===== src/rtl/mux4_arb_pkg.sv =====
// Shared types and helpers for the 4-lane round-robin arbiter.
package mux4_arb_pkg;

  localparam int NREQ = 4;
  localparam int SELW = 2;

  typedef enum logic {
    IDLE = 1'b0,
    LOCK = 1'b1
  } state_t;

  // Expand a 2-bit lane index into a 4-bit one-hot grant vector.
  function automatic logic [NREQ-1:0] onehot2(input logic [SELW-1:0] sel);
    logic [NREQ-1:0] vec;
    vec      = '0;
    vec[sel] = 1'b1;
    return vec;
  endfunction

  // Lane index that follows p in round-robin order, wrapping 3 -> 0.
  function automatic logic [SELW-1:0] next_lane(input logic [SELW-1:0] p);
    return p + SELW'(1);
  endfunction

endpackage


===== src/rtl/rr_pick4.sv =====
// Combinational round-robin picker: first requesting lane at or after start.
module rr_pick4
  import mux4_arb_pkg::*;
(
  input  logic [NREQ-1:0] req,
  input  logic [SELW-1:0] start,
  output logic            found,
  output logic [SELW-1:0] idx
);

  logic [SELW-1:0] cand;

  // Scan from the farthest lane back to start so the nearest requester wins.
  always_comb begin
    found = 1'b0;
    idx   = start;
    cand  = start;
    for (int k = NREQ - 1; k >= 0; k--) begin
      cand = start + SELW'(k);
      if (req[cand]) begin
        found = 1'b1;
        idx   = cand;
      end
    end
  end

endmodule


===== src/rtl/mux4_rr_arbiter.sv =====
// Round-robin arbiter sharing one valid/ready channel between four lanes,
// with bursts capped at MAX_BURST transfers per grant.
module mux4_rr_arbiter
  import mux4_arb_pkg::*;
#(
  parameter int DW        = 2,
  parameter int MAX_BURST = 4
) (
  input  logic                 clk,
  input  logic                 rst_n,
  input  logic [NREQ-1:0]      in_valid,
  input  logic [NREQ*DW-1:0]   in_data,
  output logic [NREQ-1:0]      in_ready,
  output logic [NREQ-1:0]      gnt,
  output logic [SELW-1:0]      sel,
  output logic                 out_valid,
  output logic [DW-1:0]        out_data,
  input  logic                 out_ready
);

  // Counter value at which the next transfer closes the burst.
  localparam logic [3:0] BURST_LAST = 4'(MAX_BURST - 1);

  state_t          state;
  state_t          next_state;
  logic [SELW-1:0] last;
  logic [3:0]      burst_cnt;

  logic [SELW-1:0] pick_start;
  logic            pick_found;
  logic [SELW-1:0] pick_idx;

  logic            locked;
  logic            owner_valid;
  logic            xfer;
  logic            burst_done;
  logic            owner_release;
  logic            load_grant;
  logic            go_idle;

  // Owner status and the events that end or renew a grant.
  always_comb begin
    locked        = (state == LOCK);
    owner_valid   = in_valid[sel];
    xfer          = locked & owner_valid & out_ready;
    burst_done    = xfer & (burst_cnt == BURST_LAST);
    owner_release = locked & (~owner_valid | burst_done);
    // From IDLE rotation resumes after the last winner; on release the
    // current owner is pushed to the back of the queue.
    pick_start    = locked ? next_lane(sel) : next_lane(last);
    load_grant    = pick_found & (~locked | owner_release);
    go_idle       = owner_release & ~pick_found;
  end

  rr_pick4 u_pick (
    .req   (in_valid),
    .start (pick_start),
    .found (pick_found),
    .idx   (pick_idx)
  );

  // State register.
  always_ff @(posedge clk or negedge rst_n) begin
    if (!rst_n) begin
      state <= IDLE;
    end else begin
      state <= next_state;
    end
  end

  // Next-state logic: hold a lane while it keeps requesting, re-pick on release.
  always_comb begin
    next_state = state;
    unique case (state)
      IDLE: begin
        if (pick_found) begin
          next_state = LOCK;
        end
      end
      LOCK: begin
        if (owner_release && !pick_found) begin
          next_state = IDLE;
        end
      end
      default: next_state = IDLE;
    endcase
  end

  // Grant, select, pointer and burst counter; sel is kept when going idle.
  always_ff @(posedge clk or negedge rst_n) begin
    if (!rst_n) begin
      gnt       <= '0;
      sel       <= '0;
      last      <= SELW'(NREQ - 1);
      burst_cnt <= '0;
    end else if (load_grant) begin
      gnt       <= onehot2(pick_idx);
      sel       <= pick_idx;
      last      <= pick_idx;
      burst_cnt <= '0;
    end else if (go_idle) begin
      gnt       <= '0;
      burst_cnt <= '0;
    end else if (xfer) begin
      burst_cnt <= burst_cnt + 4'd1;
    end
  end

  // Outputs: lane mux on sel, ready only toward the granted lane.
  always_comb begin
    in_ready  = gnt & {NREQ{out_ready}};
    out_valid = locked & owner_valid;
    out_data  = in_data[int'(sel) * DW +: DW];
  end

endmodule


===== config.mk =====
export PLATFORM = sky130hd
export DESIGN_NAME = mux4_rr_arbiter
export DESIGN_NICKNAME = d
export VERILOG_FILES = /design/src/rtl/mux4_arb_pkg.sv /design/src/rtl/rr_pick4.sv /design/src/rtl/mux4_rr_arbiter.sv
export SDC_FILE = /design/constraint.sdc
export NUM_CORES = 1
export LEC_CHECK = 0
export CORE_AREA = 2 2 51 58
export CTS_CLUSTER_DIAMETER = 60
export DETAILED_ROUTE_END_ITERATION = 7
export DIE_AREA = 0 0 53 60
export PLACE_DENSITY_LB_ADDON = 0.1
export SETUP_SLACK_MARGIN = 0.3
export SKIP_CTS_REPAIR_TIMING = 1
export SLEW_MARGIN = 40
export SYNTH_ARGS = -nofsm -noshare
export SYNTH_HDL_FRONTEND = slang
export SYNTH_HIERARCHICAL = 1
export SYNTH_SLANG_ARGS = --single-unit

===== constraint.sdc =====
create_clock -name clk -period 2.5 [get_ports clk]
set_clock_uncertainty 0.05 [all_clocks]
set_input_delay 0.375 -clock clk [delete_from_list [all_inputs] [get_ports clk]]
set_output_delay 0.375 -clock clk [all_outputs]
set_load 0.03 [all_outputs]

# --- Word-level counts from Yosys, hierarchy flattened ---
# Index checks and enable logic that the tools add are counted.
# W data, S select, Z words.
word_totals:
  register_bits: 13
op_classes:
  addsub: 6
  n_lt_le_gt_ge: 7
  eq_ne: 1
  shift: 1
  muxes: 29
  bitwise: 12
  n_reduce_logical: 5
op_table:
  columns: ["operator", "count"]
  rows:
  - ["$mux W4", 5]
  - ["$lt A2 B3 Y1 const B", 6]
  - ["$mux W1", 12]
  - ["$bmux W1 S2", 5]
  - ["$mux W2", 5]
  - ["$shiftx A8 B4 Y2", 1]
  - ["$add A2 B1 Y2 const B", 3]
  - ["$and A1 B1 Y1", 6]
  - ["$add A2 B2 Y2 const B", 2]
  - ["$add A4 B1 Y4 const B", 1]
  - ["$and A4 B4 Y4", 1]
  - ["$eq A4 B2 Y1 const B", 1]
  - ["$not A1 Y1", 3]
  - ["$reduce_bool A3 Y1", 1]
  - ["$demux W1 S2", 1]
  - ["$ge A2 B1 Y1 const B", 1]
  - ["$logic_and A1 B1 Y1", 2]
  - ["$or A1 B1 Y1", 2]
  - ["$pmux W1 S2", 1]
  - ["$reduce_bool A2 Y1", 1]
  - ["$logic_not A1 Y1", 1]

# --- Depth between registers and ports, before layout ---
# Gate-level depths: netlist of run 1.
depth:
  word_depth: 14
  mapped_depth: 8
  ltp_nobuf: 7

# --- Cells and area by module ---
# Netlist of run 1, hierarchy kept.
by_module_without_submodules:
  columns: ["mod", "n_inst", "cells_each", "area_per_inst_um2", "seq_area_each_um2"]
  rows:
  - ["mux4_rr_arbiter", 1, 62, 760.7, 327.8]
  - ["rr_pick4", 1, 16, 100.1, 0.0]

# --- Worst setup path before layout of run 1 ---
# No wires, ideal clock.
synth_timing:
  kind: "register to register"
  startpoint: "reg state (netlist: locked)"
  endpoint: "reg gnt[0]"
  t_arrival_ns: 2.124
  required_time_ns: 2.328
  setup_slack_ns: 0.205
  path_stages_with_launch: 9
  n_path_buf: 1
  cell_sequence: "dfrtp_1 -> clkbuf_1 -> mux2i_1 -> xor2_1 -> and3b_1 -> or4_1 -> nand2_1 -> inv_1 -> a32o_1"
synth_via:
  elab_chain_cells: 13
  elab_cells_between_ends: 37
synth_lines:
  columns: ["item", "line_no", "source"]
  rows:
  - ["start, declared", "mux4_rr_arbiter.sv:24", "state_t state;"]
  - ["start signal, assigned", "mux4_rr_arbiter.sv:67", "state <= next_state;"]
  - ["$mux W2 (*)", "mux4_rr_arbiter.sv:50", "pick_start = locked ? next_lane(sel) : next_lane(last);"]
  - ["named net pick_start[0]", "mux4_rr_arbiter.sv:29", "logic [SELW-1:0] pick_start;"]
  - ["$add A2 B2 Y2", "rr_pick4.sv:19", "cand = start + SELW'(k);"]
  - ["$bmux W1 S2", "rr_pick4.sv:20", "if (req[cand]) begin"]
  - ["$mux W1 (implied by the code)", "rr_pick4.sv:20", null]
  - ["$mux W2 (3 in series)", "rr_pick4.sv:20", null]
  - ["$mux W2 (*)", "rr_pick4.sv:20", null]
  - ["named net pick_idx[1]", "mux4_rr_arbiter.sv:31", "logic [SELW-1:0] pick_idx;"]
  - ["$lt A2 B3 Y1 (implied by the code) / $ge A2 B1 Y1 (equally long branches)", "mux4_arb_pkg.sv:16", "vec[sel] = 1'b1;"]
  - ["$logic_and A1 B1 Y1 (implied by the code)", "mux4_arb_pkg.sv:16", null]
  - ["$mux W1 (implied by the code)", "mux4_arb_pkg.sv:16", null]
  - ["$demux W1 S2 (*)", "mux4_arb_pkg.sv:16", null]
  - ["$mux W4 (*)", "mux4_rr_arbiter.sv:96", "end else if (load_grant) begin"]
  - ["end signal, assigned", "mux4_rr_arbiter.sv:97", "gnt <= onehot2(pick_idx);"]
  - ["end, declared", "mux4_rr_arbiter.sv:14", "output logic [NREQ-1:0] gnt,"]
# Mark *: on every way through the listed nets, which the timed path passes. The rest lies on a longest branch. The select of a mux whose other input is x is not followed.
# A chain may end at the register's enable or synchronous reset.

# --- Worst setup path in the final report of run 1 ---
layout_timing:
  startpoint: "reg sel[0]"
  endpoint: "out out_valid"
layout_via:
  elab_chain_cells: 3
layout_lines:
  columns: ["item", "line_no", "source"]
  rows:
  - ["start, declared", "mux4_rr_arbiter.sv:15", "output logic [SELW-1:0] sel,"]
  - ["start signal, assigned", "mux4_rr_arbiter.sv:98", "sel <= pick_idx;"]
  - ["$bmux W1 S2", "mux4_rr_arbiter.sv:44", "owner_valid = in_valid[sel];"]
  - ["$mux W1 (implied by the code)", "mux4_rr_arbiter.sv:44", null]
  - ["$and A1 B1 Y1", "mux4_rr_arbiter.sv:112", "out_valid = locked & owner_valid;"]
  - ["end, declared", "mux4_rr_arbiter.sv:16", "output logic out_valid,"]
# Every way passes these cells. The select of a mux whose other input is x is not followed.

==> impl_metrics.sql, run 1 <==
INSERT INTO impl_metrics (metric_group, metric, value, unit) VALUES
('place', 'post_detail_place_hpwl', '1590', 'um'),
('place', 'gpl.final_weighted_congestion', '0.704', ''),
('drt', 'detailroute.via_count', '766', ''),
('global_routing', 'grt_pass1_wl', '3550', 'um'),
('place', 'port_buffers', '27', ''),
('sta', 'tightest_slew', '0.618', 'ns'),
('critical_path', 'critical_path_class', 'flip-flop to output pin', ''),
('min_path', 'hold_path_class', 'input pin to async pin', ''),
('critical_path', 'endpoint_kind', 'output pin', ''),
('clocking', 'max-clock-path-buffers', '2', ''),
('critical_path', 'reg2reg_depth', '7', ''),
('place', 'post_dp_cell_area', '1210', 'um2'),
('drt', 'antenna_left', '0', ''),
('critical_path', 'reg2reg_from', 'sel[1]', ''),
('critical_path', 'timing.critical_path.cells', 'mux4_2, and2_1, dlymetal6s2s_1', ''),
('logic_synthesis', 'synthCells', '78', ''),
('clocking', 'root_buffer', 'clkbuf_4', ''),
('outcome', 'run_status', 'completed', ''),
('layout', 'layout-drive-gt1-share', '25.7', '%'),
('sta', 'final_period_minus_worst_setup_slack', '2.13', 'ns'),
('clocking', 'htree_num_levels', '1', ''),
('layout', 'flow.area_growth_from_synthesis', '48.5', '%'),
('critical_path', 'arrival', '1.70', 'ns'),
('sta', 'worst_slack', '0.373', 'ns'),
('global_routing', 'maximum_number_of_pins_on_one_net_before_global_route_repair', '14', ''),
('logic_synthesis', 'seq_area_frac_synth', '38.1', '%'),
('clocking', 'clock-sinks', '13', ''),
('layout', 'stdcell_area', '1280', 'um2'),
('global_routing', 'grt_use_total', '15.1', '%'),
('floorplanning', 'ios', '28', ''),
('logic_synthesis', 'synth.distinct_cells', '35', ''),
('sta', 'rsz0062_at_grt', 'true', ''),
('critical_path', 'crit_fanout', '6', ''),
('flow_run', 'max_cap_viol_count', '0', ''),
('logic_synthesis', 'mappedNetlistNets', '94', ''),
('layout', 'antenna_cells_inserted', '0', ''),
('logic_synthesis', 'synth_warnings', '6', ''),
('critical_path', 'cpMaxStageDelayCell', 'mux4_2', ''),
('global_routing', 'grt.overflow.total', '0', ''),
('floorplanning', 'initial_standard_cell_utilization_of_the_core', '32.8', '%'),
('drt', 'drt_wl_total', '2020', 'um'),
('critical_path', 'critical_path.reg2reg.endpoint', 'gnt[1]', ''),
('place', 'place_ws', '0.0165', 'ns'),
('clocking', 'tritoncts', 'done', ''),
('pwr', 'powerDensity', '1120', 'nW/um2'),
('global_routing', 'via_count_of_the_first_global_routing_pass', '789', ''),
('logic_synthesis', 'synth.ff_latch_count', '13', ''),
('floorplanning', 'die-height', '60', 'um'),
('critical_path', 'critical_path.max_stage_delay', '0.54', 'ns'),
('sta', 'max_freq', '470', 'MHz'),
('drt', 'firstDrtPassIters', '4', ''),
('critical_path', 'critPathRequiredTime', '2.08', 'ns'),
('clocking', 'clkLatencyLatePin', '0.27', 'ns'),
('logic_synthesis', 'netlist.area_leader.share', '32.0', '%'),
('critical_path', 'cp-start-kind', 'flip-flop', ''),
('drt', 'detail_route.wl_per_cell', '13.8', 'um'),
('floorplanning', 'core_area', '2630', 'um2'),
('layout', 'final_net_count', '130', ''),
('clocking', 'clkTransAtPathRegs', '0.09', 'ns'),
('logic_synthesis', 'synthTopCellsByArea', 'dfrtp_1, mux2_4, dfstp_2', ''),
('pwr', 'vdd_ir_drop_max', '0.449', 'mV'),
('drt', 'via_per_inst', '5.25', ''),
('pwr', 'static-leakage-power', '0.635', 'nW'),
('logic_synthesis', 'synthesis.area_per_instance', '11.0', 'um2'),
('critical_path', 'rrSetupSlack', '0.42', 'ns'),
('drt', 'drc', '0', ''),
('floorplanning', 'design.die.area', '3180', 'um2'),
('pwr', 'post-layout-total-power', '1.44', 'mW'),
('global_routing', 'antenna_violations_before_repair', '0', ''),
('sta', 'relSlewSlack', '58.7', '%'),
('sta', 'drv_slew', '0', ''),
('layout', 'mostFrequentLayoutCells', 'clkdlybuf4s50_1, dfrtp_1, inv_1, dlymetal6s2s_1, buf_4', ''),
('sta', 'hold_viol', '0', ''),
('sta', 'fin_worst_hold_slack', '0.432', 'ns'),
('clocking', 'numCtsBuffers', '3', ''),
('sta', 'share_of_the_cycle_needed_by_the_critical_path_after_routing', '85.1', '%'),
('layout', 'leading_cell_type_in_the_layout_fill_and_taps_excluded', 'clkdlybuf4s50_1', ''),
('logic_synthesis', 'syn_area', '861', 'um2'),
('floorplanning', 'std_cell_rows', '20', ''),
('drt', 'drt_first_iter_violations', '15', ''),
('logic_synthesis', 'synth_area_leader_cell', 'dfrtp_1', ''),
('sta', 'finalSetupTns', '0', 'ns'),
('sta', 'report.final.setup_viol', '0', ''),
('floorplanning', 'dieWidth', '53', 'um');
## sequential cells by signal, summed over array words and instances (netlist names)
register,cells
gnt,4
last,2
locked,1
sel,2
burst_cnt,4
## kinds of logic (layout without fill, tap and decap cells)
logic type | count (synthesis) | in the layout | share of synthesized area, %
AO/OA/AOI/OAI | 21 | 21 | 20.2
XOR/XNOR | 1 | 1 | 1.02
adder cells (fa/ha/maj) | 1 | 1 | 1.45
buffers and inverters | 10 | 45 | 4.50
flip-flops | 13 | 13 | 38.1
multiplexers | 9 | 9 | 18.0
AND/OR/NAND/NOR | 23 | 23 | 16.7
## per-layer routing
layer	vias to the layer above	wire length, um	GRT usage [%]
met4	0	0	5.49
met5	-	0	0
met2	27	1060	26.8
li1	363	-	-
met3	0	102	2.50
met1	376	850	18.2
## worst max-delay path by stage
| stage | startpoint | endpoint | depth (start not counted) |
|---|---|---|---|
| final | sel[0] | out_valid | 3 |
| after global routing | sel[1] | gnt[1] | 7 |
| after detailed placement | in_valid[3] | out_valid | 4 |
| after global placement | in_valid[3] | out_valid | 4 |
| after floorplan | locked | gnt[0] | 8 |
| after CTS | in_valid[3] | out_valid | 4 |
## cell usage after synthesis
| cell | n |
|---|---|
| o221a_2 | 1 |
| o21a_1 | 1 |
| nor3_1 | 1 |
| and3_1 | 2 |
| clkbuf_1 | 1 |
| buf_1 | 1 |
| mux4_2 | 1 |
| mux4_1 | 2 |
| a21oi_1 | 5 |
| dfrtp_1 | 11 |
| nand3_1 | 1 |
| o21ai_0 | 2 |
| a31o_2 | 3 |
| ha_1 | 1 |
| and3b_1 | 1 |
| mux2i_1 | 2 |
| and2_1 | 6 |
| a31oi_1 | 1 |
| and2b_1 | 1 |
| and2b_2 | 2 |
| mux2_4 | 4 |
| a21bo_2 | 1 |
| a2bb2oi_1 | 1 |
| nand4bb_1 | 1 |
| a21o_1 | 1 |
| dfstp_2 | 2 |
| nand4_1 | 2 |
| a31oi_4 | 1 |
| a32o_1 | 4 |
| nor2_1 | 3 |
| or4_1 | 1 |
| buf_2 | 1 |
| xor2_1 | 1 |
| nand2_1 | 2 |
| inv_1 | 7 |
## power by group
group	switching [mW]	internal (mW)	leakage, nW
sequential	0.0799	0.298	0.160
clock	0.0702	0.0618	0.0150
combinational	0.460	0.465	0.460
## critical path: cells and delay by family, from the launching register on
family | cells | cell delay (ns)
simple gates | 1 | 0.18
buf+inv | 1 | 0.24
mux | 1 | 0.54
flops | 1 | 0.47
## layout make-up
cell class / instances / area [um2]
well taps: 33 / 41.3
repair buffers: 34 / 340
fillers: 241 / 1350
flip-flops and latches: 13 / 330
clock buffers: 4 / 26.3
multi-input cells: 55 / 514
inverters: 7 / 26.3
## metrics by stage
stage,cells,utilization (%)
floorplan,78,-
global placement,142,46.2
detailed placement,142,46.2
CTS,146,47.2
global route,146,48.7
finish,146,48.7
Power figures use the tool's default switching activity.
==> inputs of run 2 (changes only) <==
--- a/config.mk
+++ b/config.mk
@@ -9,6 +9,7 @@
 export CTS_CLUSTER_DIAMETER = 60
 export DETAILED_ROUTE_END_ITERATION = 7
 export DIE_AREA = 0 0 53 60
+export MAX_ROUTING_LAYER = met4
 export PLACE_DENSITY_LB_ADDON = 0.1
 export SETUP_SLACK_MARGIN = 0.3
 export SKIP_CTS_REPAIR_TIMING = 1
==> impl_metrics.sql, run 2 (synthesized netlist as in run 1, its figures left out) <==
INSERT INTO impl_metrics (metric_group, metric, value, unit) VALUES
('layout', 'mostFrequentLayoutCells', 'clkdlybuf4s50_1, dfrtp_1, inv_1, dlymetal6s2s_1, buf_4', ''),
('place', 'post_detail_place_hpwl', '1590', 'um'),
('clocking', 'root_buffer', 'clkbuf_4', ''),
('global_routing', 'grt.overflow.total', '0', ''),
('clocking', 'clkLatencyLatePin', '0.27', 'ns'),
('layout', 'flow.area_growth_from_synthesis', '48.5', '%'),
('floorplanning', 'core_area', '2630', 'um2'),
('layout', 'register_area', '330', 'um2'),
('drt', 'firstDrtPassIters', '4', ''),
('pwr', 'comb_power_share', '64.5', '%'),
('clocking', 'tritoncts', 'done', ''),
('sta', 'share_of_the_cycle_needed_by_the_critical_path_after_routing', '85.1', '%'),
('layout', 'layout.filler_cells', '241', ''),
('drt', 'drt_first_iter_violations', '15', ''),
('critical_path', 'worstSetupStartpoint', 'sel[0]', ''),
('critical_path', 'critical_path_class', 'flip-flop to output pin', ''),
('clocking', 'numCtsBuffers', '3', ''),
('floorplanning', 'design.die.area', '3180', 'um2'),
('sta', 'final_period_minus_worst_setup_slack', '2.13', 'ns'),
('sta', 'fin_worst_hold_slack', '0.432', 'ns'),
('clocking', 'clock-sinks', '13', ''),
('sta', 'relSlewSlack', '58.7', '%'),
('place', 'port_buffers', '27', ''),
('layout', 'layout_top_registers', 'burst_cnt (4), gnt (4)', ''),
('drt', 'drt_wl_total', '2020', 'um'),
('floorplanning', 'ios', '28', ''),
('pwr', 'powerDensity', '1120', 'nW/um2'),
('outcome', 'run_status', 'completed', ''),
('drt', 'via_per_inst', '5.25', ''),
('critical_path', 'endpoint_kind', 'output pin', ''),
('place', 'place_ws', '0.0165', 'ns'),
('global_routing', 'grt_pass1_wl', '3550', 'um'),
('pwr', 'post-layout-total-power', '1.44', 'mW'),
('drt', 'antenna_left', '0', ''),
('critical_path', 'cp-start-kind', 'flip-flop', ''),
('drt', 'drc', '0', ''),
('sta', 'max_freq', '470', 'MHz'),
('layout', 'multiInputGateArea', '514', 'um2'),
('layout', 'layout-drive-gt1-share', '25.7', '%'),
('min_path', 'hold_path_class', 'input pin to async pin', ''),
('critical_path', 'reg2reg_from', 'sel[1]', ''),
('drt', 'detail_route.wl_per_cell', '13.8', 'um'),
('global_routing', 'maximum_number_of_pins_on_one_net_before_global_route_repair', '14', ''),
('layout', 'leading_cell_type_in_the_layout_fill_and_taps_excluded', 'clkdlybuf4s50_1', ''),
('clocking', 'max-clock-path-buffers', '2', ''),
('clocking', 'htree_num_levels', '1', ''),
('global_routing', 'grt_use_total', '15.6', '%'),
('sta', 'rsz0062_at_grt', 'true', ''),
('critical_path', 'critPathRequiredTime', '2.08', 'ns'),
('clocking', 'clkTransAtPathRegs', '0.09', 'ns'),
('floorplanning', 'std_cell_rows', '20', ''),
('critical_path', 'arrival', '1.70', 'ns'),
('sta', 'finalSetupTns', '0', 'ns'),
('pwr', 'vdd_ir_drop_max', '0.449', 'mV'),
('sta', 'report.final.setup_viol', '0', ''),
('sta', 'hold_viol', '0', ''),
('pwr', 'internal_power', '825', 'uW'),
('pwr', 'static-leakage-power', '0.635', 'nW'),
('pwr', 'power.share.clock', '9.2', '%'),
('sta', 'drv_slew', '0', ''),
('drt', 'detailroute.via_count', '766', ''),
('sta', 'worst_slack', '0.373', 'ns'),
('critical_path', 'crit_fanout', '6', ''),
('place', 'gpl.final_weighted_congestion', '0.711', ''),
('floorplanning', 'dieWidth', '53', 'um'),
('floorplanning', 'die-height', '60', 'um'),
('layout', 'antenna_cells_inserted', '0', ''),
('global_routing', 'via_count_of_the_first_global_routing_pass', '786', ''),
('floorplanning', 'initial_standard_cell_utilization_of_the_core', '32.8', '%'),
('pwr', 'power.switching', '611', 'uW'),
('global_routing', 'antenna_violations_before_repair', '0', ''),
('layout', 'finish.utilization', '48.7', '%'),
('layout', 'final_net_count', '130', ''),
('sta', 'tightest_slew', '0.618', 'ns'),
('flow_run', 'max_cap_viol_count', '0', ''),
('pwr', 'seq_power_share', '26.3', '%'),
('pwr', 'sw_frac_of_total', '42.5', '%');
[run 2: path summary, 6_finish.rpt]
| path | cells after the start | slack, ns | to |
|---|---|---|---|
| worst max register to register | 7 | 0.42 | gnt[1] |
| min in group clk | 1 | 0.47 | gnt[3] |
| worst max-delay path | 3 | 0.37 | out_valid |
| worst min-delay path | 1 | 0.43 | gnt[3] |
| worst min register to register | 1 | 0.47 | gnt[3] |
| max in group asynchronous | 1 | 1.53 | locked |
[run 2: metrics by stage]
| stage | cells | area, um2 |
|---|---|---|
| after floorplan | 78 | 863 |
| after global placement | 142 | 1210 |
| after detailed placement | 142 | 1210 |
| after CTS | 146 | 1240 |
| after global routing | 146 | 1280 |
| final | 146 | 1280 |
[run 2: power by group through the flow]
stage	sequential [mW]	combinational [mW]	clock, mW
global route	0.395	1.01	0.148
detailed placement	0.373	0.918	0
finish	0.378	0.926	0.132
global placement	0.373	0.913	0
floorplan	0.431	0.550	0
CTS	0.370	0.922	0.136
[run 2: critical path, cell delays in order (launching register included)]
cell	delay, ns
dfrtp_2	0.47
mux4_2	0.54
and2_1	0.18
dlymetal6s2s_1	0.24
[run 2: cell type report]
| type | count | share of cell area, % |
|---|---|---|
| multi-input combinational | 55 | 40.2 |
| timing repair buffer | 34 | 26.6 |
| sequential | 13 | 25.8 |
| tap | 33 | 3.23 |
| clock buffer | 4 | 2.05 |
| inverter | 7 | 2.05 |
[run 2: routing by layer]
layer	vias to the layer above	global-route usage, %	routed length, um
met1	376	18.6	864
met2	27	26.8	1060
met5	-	-	0
met4	0	5.49	0
li1	363	-	-
met3	0	2.00	88
==> inputs of run 3 (changes only) <==
--- a/config.mk
+++ b/config.mk
@@ -5,6 +5,7 @@
 export SDC_FILE = /design/constraint.sdc
 export NUM_CORES = 1
 export LEC_CHECK = 0
+export CAP_MARGIN = 15
 export CORE_AREA = 2 2 51 58
 export CTS_CLUSTER_DIAMETER = 60
 export DETAILED_ROUTE_END_ITERATION = 7
==> constraint.sdc (replaced) <==
create_clock -name clk -period 1.9 [get_ports clk]
set_clock_uncertainty 0.05 [all_clocks]
set_input_delay 0.285 -clock clk [delete_from_list [all_inputs] [get_ports clk]]
set_output_delay 0.285 -clock clk [all_outputs]
set_load 0.03 [all_outputs]
==> impl_metrics.sql, run 3 (synthesized netlist as in run 1, its figures left out) <==
INSERT INTO impl_metrics (metric_group, metric, value, unit) VALUES
('sta', 'report.final.setup_viol', '10', ''),
('outcome', 'violations', 'negative setup slack', ''),
('sta', 'max_freq', '485', 'MHz'),
('drt', 'via_per_inst', '5.14', ''),
('drt', 'drc', '0', ''),
('drt', 'drt_first_iter_violations', '10', ''),
('layout', 'layout-drive-gt1-share', '50.4', '%'),
('floorplanning', 'ios', '28', ''),
('sta', 'finalSetupTns', '-1.13', 'ns'),
('pwr', 'internal_power', '1.32', 'mW'),
('critical_path', 'critical_path_class', 'flip-flop to flip-flop', ''),
('layout', 'layout_top_registers', 'burst_cnt (4), gnt (4)', ''),
('critical_path', 'crit_fanout', '3', ''),
('floorplanning', 'dieWidth', '53', 'um'),
('critical_path', 'endpoint_kind', 'flip-flop', ''),
('layout', 'layout.filler_cells', '245', ''),
('layout', 'flow.area_growth_from_synthesis', '65.4', '%'),
('pwr', 'sw_frac_of_total', '41.1', '%'),
('drt', 'detail_route.wl_per_cell', '13.5', 'um'),
('drt', 'firstDrtPassIters', '4', ''),
('layout', 'finalNonFillerCells', '158', ''),
('min_path', 'hold_path_class', 'input pin to async pin', ''),
('layout', 'leading_cell_type_in_the_layout_fill_and_taps_excluded', 'buf_4', ''),
('flow_run', 'max_cap_viol_count', '0', ''),
('layout', 'final_net_count', '142', ''),
('floorplanning', 'die-height', '60', 'um'),
('pwr', 'seq_power_share', '21.7', '%'),
('clocking', 'tritoncts', 'done', ''),
('drt', 'drt_wl_total', '2130', 'um'),
('floorplanning', 'design.die.area', '3180', 'um2'),
('sta', 'tightest_slew', '0.588', 'ns'),
('place', 'post_dp_cell_area', '1300', 'um2'),
('global_routing', 'grt.overflow.total', '0', ''),
('floorplanning', 'core_area', '2630', 'um2'),
('floorplanning', 'initial_standard_cell_utilization_of_the_core', '32.8', '%'),
('place', 'post_detail_place_hpwl', '1630', 'um'),
('global_routing', 'via_count_of_the_first_global_routing_pass', '787', ''),
('sta', 'worst_slack', '-0.163', 'ns'),
('sta', 'relSlewSlack', '60.7', '%'),
('critical_path', 'critPathRequiredTime', '2.02', 'ns'),
('pwr', 'power.switching', '921', 'uW'),
('drt', 'antenna_left', '0', ''),
('clocking', 'numCtsBuffers', '3', ''),
('sta', 'hold_viol', '0', ''),
('clocking', 'max-clock-path-buffers', '2', ''),
('clocking', 'root_buffer', 'clkbuf_4', ''),
('global_routing', 'grt_pass1_wl', '3460', 'um'),
('clocking', 'clkLatencyLatePin', '0.28', 'ns'),
('layout', 'mostFrequentLayoutCells', 'buf_4, clkdlybuf4s50_1, dfrtp_1, buf_6', ''),
('place', 'place_inst', '151', ''),
('sta', 'final_period_minus_worst_setup_slack', '2.06', 'ns'),
('clocking', 'htree_num_levels', '1', ''),
('pwr', 'post-layout-total-power', '2.24', 'mW'),
('critical_path', 'cp-start-kind', 'flip-flop', ''),
('layout', 'antenna_cells_inserted', '0', ''),
('floorplanning', 'std_cell_rows', '20', ''),
('place', 'gpl.final_weighted_congestion', '0.695', ''),
('clocking', 'clock-sinks', '13', ''),
('pwr', 'vdd_ir_drop_max', '0.844', 'mV'),
('layout', 'stdcell_area', '1420', 'um2'),
('pwr', 'static-leakage-power', '0.676', 'nW'),
('critical_path', 'arrival', '2.18', 'ns'),
('global_routing', 'maximum_number_of_pins_on_one_net_before_global_route_repair', '14', ''),
('global_routing', 'grt_use_total', '15.8', '%'),
('pwr', 'power.share.clock', '7.6', '%'),
('clocking', 'clkTransAtPathRegs', '0.08', 'ns'),
('place', 'port_buffers', '27', ''),
('pwr', 'comb_power_share', '70.7', '%'),
('critical_path', 'rrSetupSlack', '-0.16', 'ns'),
('drt', 'detailroute.via_count', '812', ''),
('sta', 'rsz0062_at_grt', 'true', ''),
('outcome', 'run_status', 'complete, but fails checks', ''),
('sta', 'share_of_the_cycle_needed_by_the_critical_path_after_routing', '109', '%'),
('sta', 'drv_slew', '0', ''),
('global_routing', 'antenna_violations_before_repair', '0', ''),
('pwr', 'powerDensity', '1570', 'nW/um2');
[run 3: layout make-up]
cell class              instances  area (um2)  area share (%)
flip-flops and latches         13         332            23.3
inverters                       7        28.8            2.02
well taps                      33        41.3            2.90
multi-input cells              55         563            39.5
repair buffers                 46         433            30.4
clock buffers                   4        26.3            1.85
[run 3: metrics by stage]
| step | hold WS [ns] | worst slack (ns) | util [%] |
|---|---|---|---|
| floorplan | -0.0606 | -0.169 | - |
| global placement | 0.455 | -0.418 | 49.5 |
| detailed placement | 0.458 | -0.432 | 49.5 |
| CTS | 0.344 | -0.491 | 50.5 |
| global route | 0.369 | -0.240 | 54.2 |
| finish | 0.328 | -0.163 | 54.2 |
[run 3: worst paths after layout]
| kind | startpoint | endpoint | cells past startpoint |
|---|---|---|---|
| setup / recovery | locked | gnt[0] | 7 |
| hold / removal | rst_n | gnt[3] | 1 |
| setup reg to reg | locked | gnt[0] | 7 |
| hold reg to reg | gnt[3] | gnt[3] | 1 |
| max in group asynchronous | rst_n | sel[1] | 1 |
| min in group clk | gnt[3] | gnt[3] | 1 |
[run 3: critical path, stage by stage, from the launching register on]
cell and delay (ns):
dfrtp_2 0.47, mux2i_4 0.22, xor2_2 0.20, and3b_1 0.17, or4_4 0.49, nand2_4 0.08, inv_2 0.04, a32o_1 0.23
[run 3: power groups by stage]
stage	sequential [mW]	combinational [mW]	clock (mW)
6_report	0.487	1.58	0.170
4_1_cts	0.475	1.37	0.178
3_3_place_gp	0.479	1.36	0
5_1_grt	0.502	1.70	0.196
3_5_place_dp	0.479	1.37	0
2_1_floorplan	0.581	0.789	0
[run 3: metal layers]
| layer | routed length (um) | track usage (%) |
|---|---|---|
| met1 | 850 | 17.4 |
| met3 | 88 | 3.50 |
| met4 | 43 | 8.79 |
| met5 | 0 | - |
| met2 | 1150 | 26.3 |
